`config.mk`:
```
export PLATFORM = sky130hd
export DESIGN_NAME = syn_vga_fb_rdr
export DESIGN_NICKNAME = d
export VERILOG_FILES = /design/src/rtl/syn_vga_fb_rdr.sv
export SDC_FILE = /design/constraint.sdc
export NUM_CORES = 1
export LEC_CHECK = 0
export CAP_MARGIN = 25
export CORE_MARGIN = 1
export CORE_UTILIZATION = 45
export CTS_CLUSTER_DIAMETER = 50
export DETAILED_ROUTE_END_ITERATION = 10
export GPL_ROUTABILITY_DRIVEN = 0
export SLEW_MARGIN = 10
export SYNTH_ARGS = -nofsm -noshare
export SYNTH_HDL_FRONTEND = slang
export SYNTH_SLANG_ARGS = --single-unit
```
`constraint.sdc`:
```
create_clock -name clk_ir -period 3.35 [get_ports clk_ir]
set_input_delay 0.5025 -clock clk_ir [delete_from_list [all_inputs] [get_ports clk_ir]]
set_output_delay 0.5025 -clock clk_ir [all_outputs]
set_load 0.005 [all_outputs]
```
`src/rtl/syn_vga_fb_rdr.sv`:
```
`default_nettype none
// ============================================================================
//  Module   : syn_vga_fb_rdr
//  Purpose  : Frame-buffer read side. Fetches packed 2-pixel words from SRAM
//             under a credit limit, prefetches into a FIFO, streams bytes out.
//  Revision : 1.0  initial release
// ============================================================================
module syn_vga_fb_rdr #(
    parameter int FIFO_DEPTH  = 16,
    parameter int FRAME_WORDS = 153600,
    parameter int ADDR_W      = 18
) (
    input  logic              clk_ir,
    input  logic              rst_sync,
    input  logic              fb_en,
    input  logic              frame_start,
    input  logic [ADDR_W-1:0] fb_base,
    output logic              sram_rd_req,
    output logic [ADDR_W-1:0] sram_rd_addr,
    input  logic              sram_rd_gnt,
    input  logic              sram_rd_valid,
    input  logic [15:0]       sram_rd_data,
    output logic              pxl_vld,
    output logic [7:0]        pxl_data,
    input  logic              pxl_rdy,
    output logic [15:0]       underflow_cnt
);

    localparam int c_PTR_W  = $clog2(FIFO_DEPTH);
    localparam int c_OCC_W  = c_PTR_W + 1;
    localparam int c_WCNT_W = $clog2(FRAME_WORDS + 1);
    localparam int c_PCNT_W = $clog2(2 * FRAME_WORDS + 1);

    localparam logic [c_OCC_W:0]    c_DEPTH_X   = (c_OCC_W + 1)'(FIFO_DEPTH);
    localparam logic [c_WCNT_W-1:0] c_LAST_WORD = c_WCNT_W'(FRAME_WORDS - 1);
    localparam logic [c_PCNT_W-1:0] c_PIX_TOTAL = c_PCNT_W'(2 * FRAME_WORDS);

    localparam logic [1:0] c_IDLE  = 2'd0;
    localparam logic [1:0] c_FETCH = 2'd1;
    localparam logic [1:0] c_DONE  = 2'd2;

    logic [1:0]          r_state;
    logic [ADDR_W-1:0]   r_base;
    logic [c_WCNT_W-1:0] r_word_cnt;
    logic [c_OCC_W-1:0]  r_inflight;
    logic [c_OCC_W-1:0]  r_drop_cnt;
    logic [15:0]         r_mem [FIFO_DEPTH];
    logic [c_PTR_W-1:0]  r_wr_ptr;
    logic [c_PTR_W-1:0]  r_rd_ptr;
    logic [c_OCC_W-1:0]  r_occ;
    logic                r_byte_sel;
    logic                r_pxl_vld;
    logic [7:0]          r_pxl_data;
    logic [c_PCNT_W-1:0] r_pix_cnt;
    logic [15:0]         r_underflow;

    logic                w_req;
    logic                w_gnt;
    logic                w_ret;
    logic                w_drop;
    logic                w_push;
    logic                w_hs;
    logic                w_pop;
    logic                w_starve;
    logic                w_sel_next;
    logic [c_OCC_W-1:0]  w_occ_after_pop;
    logic [c_OCC_W-1:0]  w_occ_next;
    logic [c_OCC_W-1:0]  w_inflight_next;
    logic [c_PTR_W-1:0]  w_rd_ptr_next;
    logic [15:0]         w_head_next;

    // Outstanding reads count against FIFO space so returns can always be accepted.
    assign w_req  = (r_state == c_FETCH) && fb_en &&
                    (({1'b0, r_occ} + {1'b0, r_inflight}) < c_DEPTH_X);
    assign w_gnt  = sram_rd_gnt && w_req;
    assign w_ret  = sram_rd_valid && (r_inflight != '0);
    assign w_drop = w_ret && (r_drop_cnt != '0);
    assign w_push = w_ret && !w_drop && !frame_start;
    assign w_hs   = r_pxl_vld && pxl_rdy;
    assign w_pop  = w_hs && r_byte_sel;

    assign w_occ_after_pop = r_occ - c_OCC_W'(w_pop);
    assign w_occ_next      = w_occ_after_pop + c_OCC_W'(w_push);
    assign w_inflight_next = r_inflight + c_OCC_W'(w_gnt) - c_OCC_W'(w_ret);
    assign w_rd_ptr_next   = r_rd_ptr + c_PTR_W'(w_pop);
    assign w_sel_next      = r_byte_sel ^ w_hs;
    // An empty FIFO receiving a word presents it straight away as the new head.
    assign w_head_next     = (w_occ_after_pop == '0) ? sram_rd_data : r_mem[w_rd_ptr_next];

    assign w_starve = (r_state != c_IDLE) && fb_en && pxl_rdy && !r_pxl_vld &&
                      (r_pix_cnt < c_PIX_TOTAL);

    always_ff @(posedge clk_ir) begin
        if (w_push) begin
            r_mem[r_wr_ptr] <= sram_rd_data;
        end
    end

    always_ff @(posedge clk_ir) begin
        if (rst_sync) begin
            r_state     <= c_IDLE;
            r_base      <= '0;
            r_word_cnt  <= '0;
            r_inflight  <= '0;
            r_drop_cnt  <= '0;
            r_wr_ptr    <= '0;
            r_rd_ptr    <= '0;
            r_occ       <= '0;
            r_byte_sel  <= 1'b0;
            r_pxl_vld   <= 1'b0;
            r_pxl_data  <= '0;
            r_pix_cnt   <= '0;
            r_underflow <= '0;
        end else begin
            r_inflight <= w_inflight_next;
            if (frame_start) begin
                r_state     <= fb_en ? c_FETCH : c_IDLE;
                r_base      <= fb_base;
                r_word_cnt  <= '0;
                // Every read still owed by SRAM belongs to the old frame.
                r_drop_cnt  <= w_inflight_next;
                r_wr_ptr    <= '0;
                r_rd_ptr    <= '0;
                r_occ       <= '0;
                r_byte_sel  <= 1'b0;
                r_pxl_vld   <= 1'b0;
                r_pxl_data  <= '0;
                r_pix_cnt   <= '0;
                r_underflow <= '0;
            end else begin
                if (w_gnt) begin
                    r_word_cnt <= r_word_cnt + 1'b1;
                    if (r_word_cnt == c_LAST_WORD) begin
                        r_state <= c_DONE;
                    end
                end
                if (w_drop) begin
                    r_drop_cnt <= r_drop_cnt - 1'b1;
                end
                if (w_push) begin
                    r_wr_ptr <= r_wr_ptr + 1'b1;
                end
                r_rd_ptr   <= w_rd_ptr_next;
                r_occ      <= w_occ_next;
                r_byte_sel <= w_sel_next;
                r_pxl_vld  <= (w_occ_next != '0);
                if (w_occ_next != '0) begin
                    r_pxl_data <= w_sel_next ? w_head_next[15:8] : w_head_next[7:0];
                end
                if (w_hs) begin
                    r_pix_cnt <= r_pix_cnt + 1'b1;
                end
                if (w_starve && (r_underflow != 16'hFFFF)) begin
                    r_underflow <= r_underflow + 1'b1;
                end
            end
        end
    end

    assign sram_rd_req   = w_req;
    assign sram_rd_addr  = r_base + ADDR_W'(r_word_cnt);
    assign pxl_vld       = r_pxl_vld;
    assign pxl_data      = r_pxl_data;
    assign underflow_cnt = r_underflow;

endmodule
`default_nettype wire

```
# Word-level counts from Yosys, hierarchy flattened
# Memories as Yosys holds them, arrays and structs flattened.
# Index checks and enable logic that the tools add are counted.
[totals]
register_bits = 106
ram_bits = 256
input_bits = 41
output_inout_bits = 44
elab_cells = 69
n_memories = 1
[op_classes]
n_addsub = 12
n_lt_le_gt_ge = 2
eq_ne = 3
n_mux = 10
bitwise_logic = 1
reduce_logical = 27
[memory_table]
columns = ["name", "depth", "width", "rd", "rd_clocked_by_memory_dff", "write_ports", "line", "rtl"]
rows = [
  ["r_mem", 16, 16, 1, 0, 1, "47", "logic [15:0] r_mem [FIFO_DEPTH];"],
]
[op_table]
columns = ["cell", "count"]
rows = [
  ["19-bit by 1-bit adder with 19-bit output (second input constant)", 1],
  ["19-bit less-than comparator (second input constant)", 1],
  ["18-bit by 1-bit adder with 18-bit output (second input constant)", 1],
  ["18-bit adder", 1],
  ["18-bit equality test (second input constant)", 1],
  ["16-bit by 1-bit adder with 16-bit output (second input constant)", 1],
  ["16-bit two-way mux", 1],
  ["16-bit inequality test (second input constant)", 1],
  ["5-bit nonzero test", 3],
  ["1-bit logical AND", 14],
  ["5-bit by 1-bit adder with 5-bit output", 2],
  ["5-bit two-way mux", 2],
  ["5-bit by 1-bit subtractor with 5-bit output", 2],
  ["8-bit two-way mux", 1],
  ["2-bit nonzero test", 4],
  ["5-bit by 5-bit adder with 6-bit output", 1],
  ["6-bit by 5-bit less-than comparator with 1-bit output (second input constant)", 1],
  ["2-bit two-way mux", 3],
  ["5-bit zero test", 1],
  ["5-bit by 1-bit subtractor with 5-bit output (second input constant)", 1],
  ["4-bit by 1-bit adder with 4-bit output", 1],
  ["4-bit by 1-bit adder with 4-bit output (second input constant)", 1],
  ["1-bit zero test", 3],
  ["1-bit two-way mux", 3],
  ["other kinds (4)", 4],
]

# Longest topological paths before layout
[logic_depth]
ltp_word = 8
mapped_depth = 16
ltp_nobuf = 16

# Worst setup path before layout
# Ideal clock, no wire load.
[synth_path]
path_type = "register to register"
startpoint = "register r_inflight[4]"
endpoint = "register r_drop_cnt[4]"
setup_time_ns = 0.132
t_arrival_ns = 3.018
required_time_ns = 3.218
slack_ns = 0.200
stages_incl_launch_ff = 17
n_path_buf = 0
period_less_slack_ns = 3.150
cell_sequence = "dfxtp_1 -> ha_1 -> nor4b_1 -> nand3_1 -> a21oi_1 -> nand2_1 -> ha_1 -> inv_1 -> ha_1 -> inv_1 -> fa_1 -> inv_1 -> a21oi_1 -> o21bai_1 -> xnor2_1 -> nand2b_1 -> a21oi_1"
[synth_via]
elab_chain_len = 7
elab_cells_between_ends = 11
cone_classes = "add/sub: 3; order compare: 1; mux: 1; reduce/logical: 6"
[synth_rtl]
columns = ["element", "line", "rtl"]
rows = [
  ["start, declared", "45", "logic [c_OCC_W-1:0] r_inflight;"],
  ["start signal, assigned", "115", "r_inflight <= w_inflight_next;"],
  ["5-bit by 5-bit adder with 6-bit output", "74", "(({1'b0, r_occ} + {1'b0, r_inflight}) < c_DEPTH_X);"],
  ["6-bit by 5-bit less-than comparator with 1-bit output", "74", ""],
  ["1-bit logical AND", "73", "assign w_req = (r_state == c_FETCH) && fb_en &&"],
  ["net sram_rd_req", "18", "output logic sram_rd_req,"],
  ["1-bit logical AND", "75", "assign w_gnt = sram_rd_gnt && w_req;"],
  ["5-bit by 1-bit adder with 5-bit output", "84", "assign w_inflight_next = r_inflight + c_OCC_W'(w_gnt) - c_OCC_W'(w_ret);"],
  ["5-bit by 1-bit subtractor with 5-bit output", "84", ""],
  ["5-bit two-way mux", "116", "if (frame_start) begin"],
  ["end signal, assigned", "121", "r_drop_cnt <= w_inflight_next;"],
  ["end signal, assigned", "138", "r_drop_cnt <= r_drop_cnt - 1'b1;"],
  ["end, declared", "46", "logic [c_OCC_W-1:0] r_drop_cnt;"],
]
# The timed path passes the listed nets, and every way through them passes these cells.
# A chain may end at the register's enable or synchronous reset.

# Worst setup path in the final report
[layout_path]
startpoint = "register r_base[0]"
endpoint = "output port sram_rd_addr[6]"
[layout_via]
elab_chain_len = 1
[layout_rtl]
columns = ["element", "line", "rtl"]
rows = [
  ["start, declared", "43", "logic [ADDR_W-1:0] r_base;"],
  ["start signal, assigned", "118", "r_base <= fb_base;"],
  ["18-bit adder", "161", "assign sram_rd_addr = r_base + ADDR_W'(r_word_cnt);"],
  ["end, declared", "19", "output logic [ADDR_W-1:0] sram_rd_addr,"],
]
# Every way passes these cells.

==> key figures <==
GRT
  • Pin count of the biggest net entering global routing: 42
  • First-pass GRT wire length: 57.5 mm
  • Vias in the first global route: 9928
  • GRT overflow: 0
  • Met1 Use GR: 28.0%
  • Overall Global Routing Usage: 21.2%
  • Met2 GRT Util: 35.4%
  • Initial antenna violation count: 1
  • Met3 Use GR: 3.95%
  • GRT Max-Usage Layer: met2

Clock network
  • Hold Buf Count CTS: 0
  • H-tree depth reported by CTS: 2
  • Clock Sinks: 362
  • CTS buffer count: 42
  • Reg clk slew, reported paths: 0.06 ns
  • Max clock buf depth: 3
  • Worst-Skew Late Latency: 0.55 ns
  • TritonCTS clock tree: done
  • CTS Root Cell: clkbuf_16

Setup path
  • CP Data Required Time: 2.85 ns
  • Worst Path Class, Setup: reg2out
  • CP Launch Type: register
  • Crit Path Max Fanout: 3
  • Crit path arrival time: 2.74 ns
  • CP endpoint kind: output port

Synthesis
  • Sequential area share after synthesis: 62.4%
  • Yosys top cell area share: 48.9%
  • Mean post-synth cell area: 14.0 µm²
  • Mapped Nets: 1208
  • Post-synth EDFFs: 256
  • Post-synth cell types: 53
  • Yosys reg bits: 362
  • Cell Area, Synth: 15700 µm²
  • Asr flop ratio synth: 0%
  • Area contributors post-synth: edfxtp_1, dfxtp_1, mux4_2
  • Cell taking the most area after synthesis: edfxtp_1
  • Yosys warning total: 0
  • Prevailing post-synth register cell: edfxtp_1
  • Post-Syn Instances: 1123

Floorplan
  • Die Y: 189 µm
  • Chip Width: 189 µm
  • IO Pins: 85
  • Row count: 68
  • Initial Utilization: 45.6%
  • Full die area: 35700 µm²
  • Core Region: 34500 µm²

STA
  • Crit path time final: 3.24 ns
  • Final Hold Viols: 0
  • Final WS setup: 0.112 ns
  • Unrepaired setup endpoints after global routing: no
  • Slew @ Worst Pin: 0.697 ns
  • Max frequency: 0.309 GHz
  • Max transition margin: 53.5%
  • Hold Slack: 0.455 ns
  • Max-slew violation count: 0
  • Final Skew: 0.0241 ns
  • Setup-failing EPs final: 0
  • Crit share post-route: 96.6%
  • Setup TNS: 0 ns

Final layout
  • Post-Layout Inst Area: 19400 µm²
  • Area Overhead vs Synth: 23.5%
  • Diode count: 0
  • Most frequent cells in the layout: edfxtp_1, nor2_1, dfxtp_1, buf_4, nand2_1
  • Share of layout cells above drive strength 1: 21.9%
  • Final Net Count: 1391
  • Most common cell after layout, fill and taps aside: edfxtp_1
  • Final core occ: 56.4%

Route
  • DR WL/cell: 20.4 µm
  • WL final: 36.6 mm
  • DRC: 0
  • Total iterations of the first detailed-routing run: 5
  • ANT nets after route: 0
  • Initial DRC Count: 539
  • Vias per Instance: 5.47
  • Vias: 9819

Pwr
  • Peak supply drop: 0.000439 V
  • Power Dens Cells: 533 nW/µm²
  • Leakage power: 0.00685 µW

Job
  • Max-cap viol count: 0

Place
  • Post-DP Area: 17900 µm²
  • HPWL after DPL: 24.0 mm
  • IO Port Bufs: 84
  • Place WS: -0.611 ns

Worst hold path
  • Class of the worst hold path: reg2reg

Status
  • Status: completed
[power breakdown]
group,internal [µW],total (µW),switching (µW)
Sequential,4910,4990,80.3
Combinational,501,1070,565
Clock,2460,4290,1830
[final timing paths]
| kind | from | end | slack, ns | cells after the start |
|---|---|---|---|---|
| hold reg to reg | pxl_data[6] | pxl_data[6] | 0.46 | 2 |
| setup reg to reg | pxl_vld | pxl_data[3] | 0.18 | 12 |
| setup / recovery | r_base[0] | sram_rd_addr[6] | 0.11 | 9 |
| hold / removal | pxl_data[6] | pxl_data[6] | 0.46 | 2 |
[per-layer routing]
layer	part of all wire, %	wire length, µm	vias up
met5	0.044	16	-
met4	2.3	836	2
met3	5.9	2170	60
met2	48	17600	275
met1	44	16000	4844
li1	-	-	4638
[timing repair]
item / 4_1_cts / 5_1_grt
hold endpoints to repair: 0 / 0
gates resized for setup: 22 / 30
endpoints found under the setup margin: 12 / 15
buffers inserted: 2 / 2
pin swaps: 4 / 9
[cell usage after synthesis, types with 2 or more instances]
cell       count
buf_2          7
xor2_1        49
mux2i_1       29
nand4b_1       5
nand3_1       27
buf_6          5
nor2_1       114
o211ai_1       8
nand2_1       80
nor4bb_1       8
nand4_1       39
a2111oi_0     16
a21o_1         9
edfxtp_1     256
o21a_1         4
buf_1          3
nor3_1        12
inv_1         30
and2_1        27
or4b_2         2
mux4_2        64
o21bai_1       2
ha_1          42
o31ai_1        2
or2_2          3
o41ai_1        2
fa_1           2
xnor2_1       30
o21ai_0       13
clkbuf_1      31
a21oi_1       30
nor4_1         5
a211oi_1       7
and4_1         7
or3_1          4
dfxtp_1      106
and3_1        12
nand2b_1       4
a2111oi_4      3
buf_4          4
nor2b_1        5
nand3b_1       4
[layout make-up]
type / instances / area, µm²
Clock inverter: 25 / 184
Inverter: 30 / 113
Clock buffer: 52 / 1110
Multi-Input combinational cell: 681 / 5770
Tap cell: 455 / 569
Fill cell: 2831 / 15000
Sequential cell: 362 / 9820
Timing Repair Buffer: 189 / 1860
[stage by stage]
step | instances | power, µW
floorplan | 1123 | 5690
global placement | 1713 | 6110
detailed placement | 1713 | 6130
CTS | 1792 | 10400
global route | 1794 | 10700
finish | 1794 | 10300
[cell families (layout without fill, tap and decap cells)]
logic type,count (synthesis),in the layout,synth area share [%]
compound gates,103,103,4.81
simple gates,362,362,11.5
xor+xnor,79,79,4.40
mux,93,93,11.0
buf+inv,80,296,2.30
fa+ha+maj,44,44,3.60
flops,362,362,62.4
[critical path: stages, from the launching register on]
cell	delay, ns
dfxtp_1	0.33
ha_2	0.20
inv_1	0.06
fa_2	0.37
nor2b_4	0.14
o2111ai_2	0.16
nand3b_1	0.15
buf_4	0.12
xor2_1	0.14
clkdlybuf4s50_1	0.52
[flip-flops by register name, summed over array words and instances (netlist names)]
register / flops
r_wr_ptr: 4
pxl_data: 8
r_inflight: 5
r_byte_sel: 1
r_pix_cnt: 19
r_drop_cnt: 5
r_occ: 5
underflow_cnt: 16
r_state: 2
r_mem: 256
r_rd_ptr: 4
pxl_vld: 1
r_word_cnt: 18
r_base: 18
Note: power is estimated with default switching activity, not from simulation.
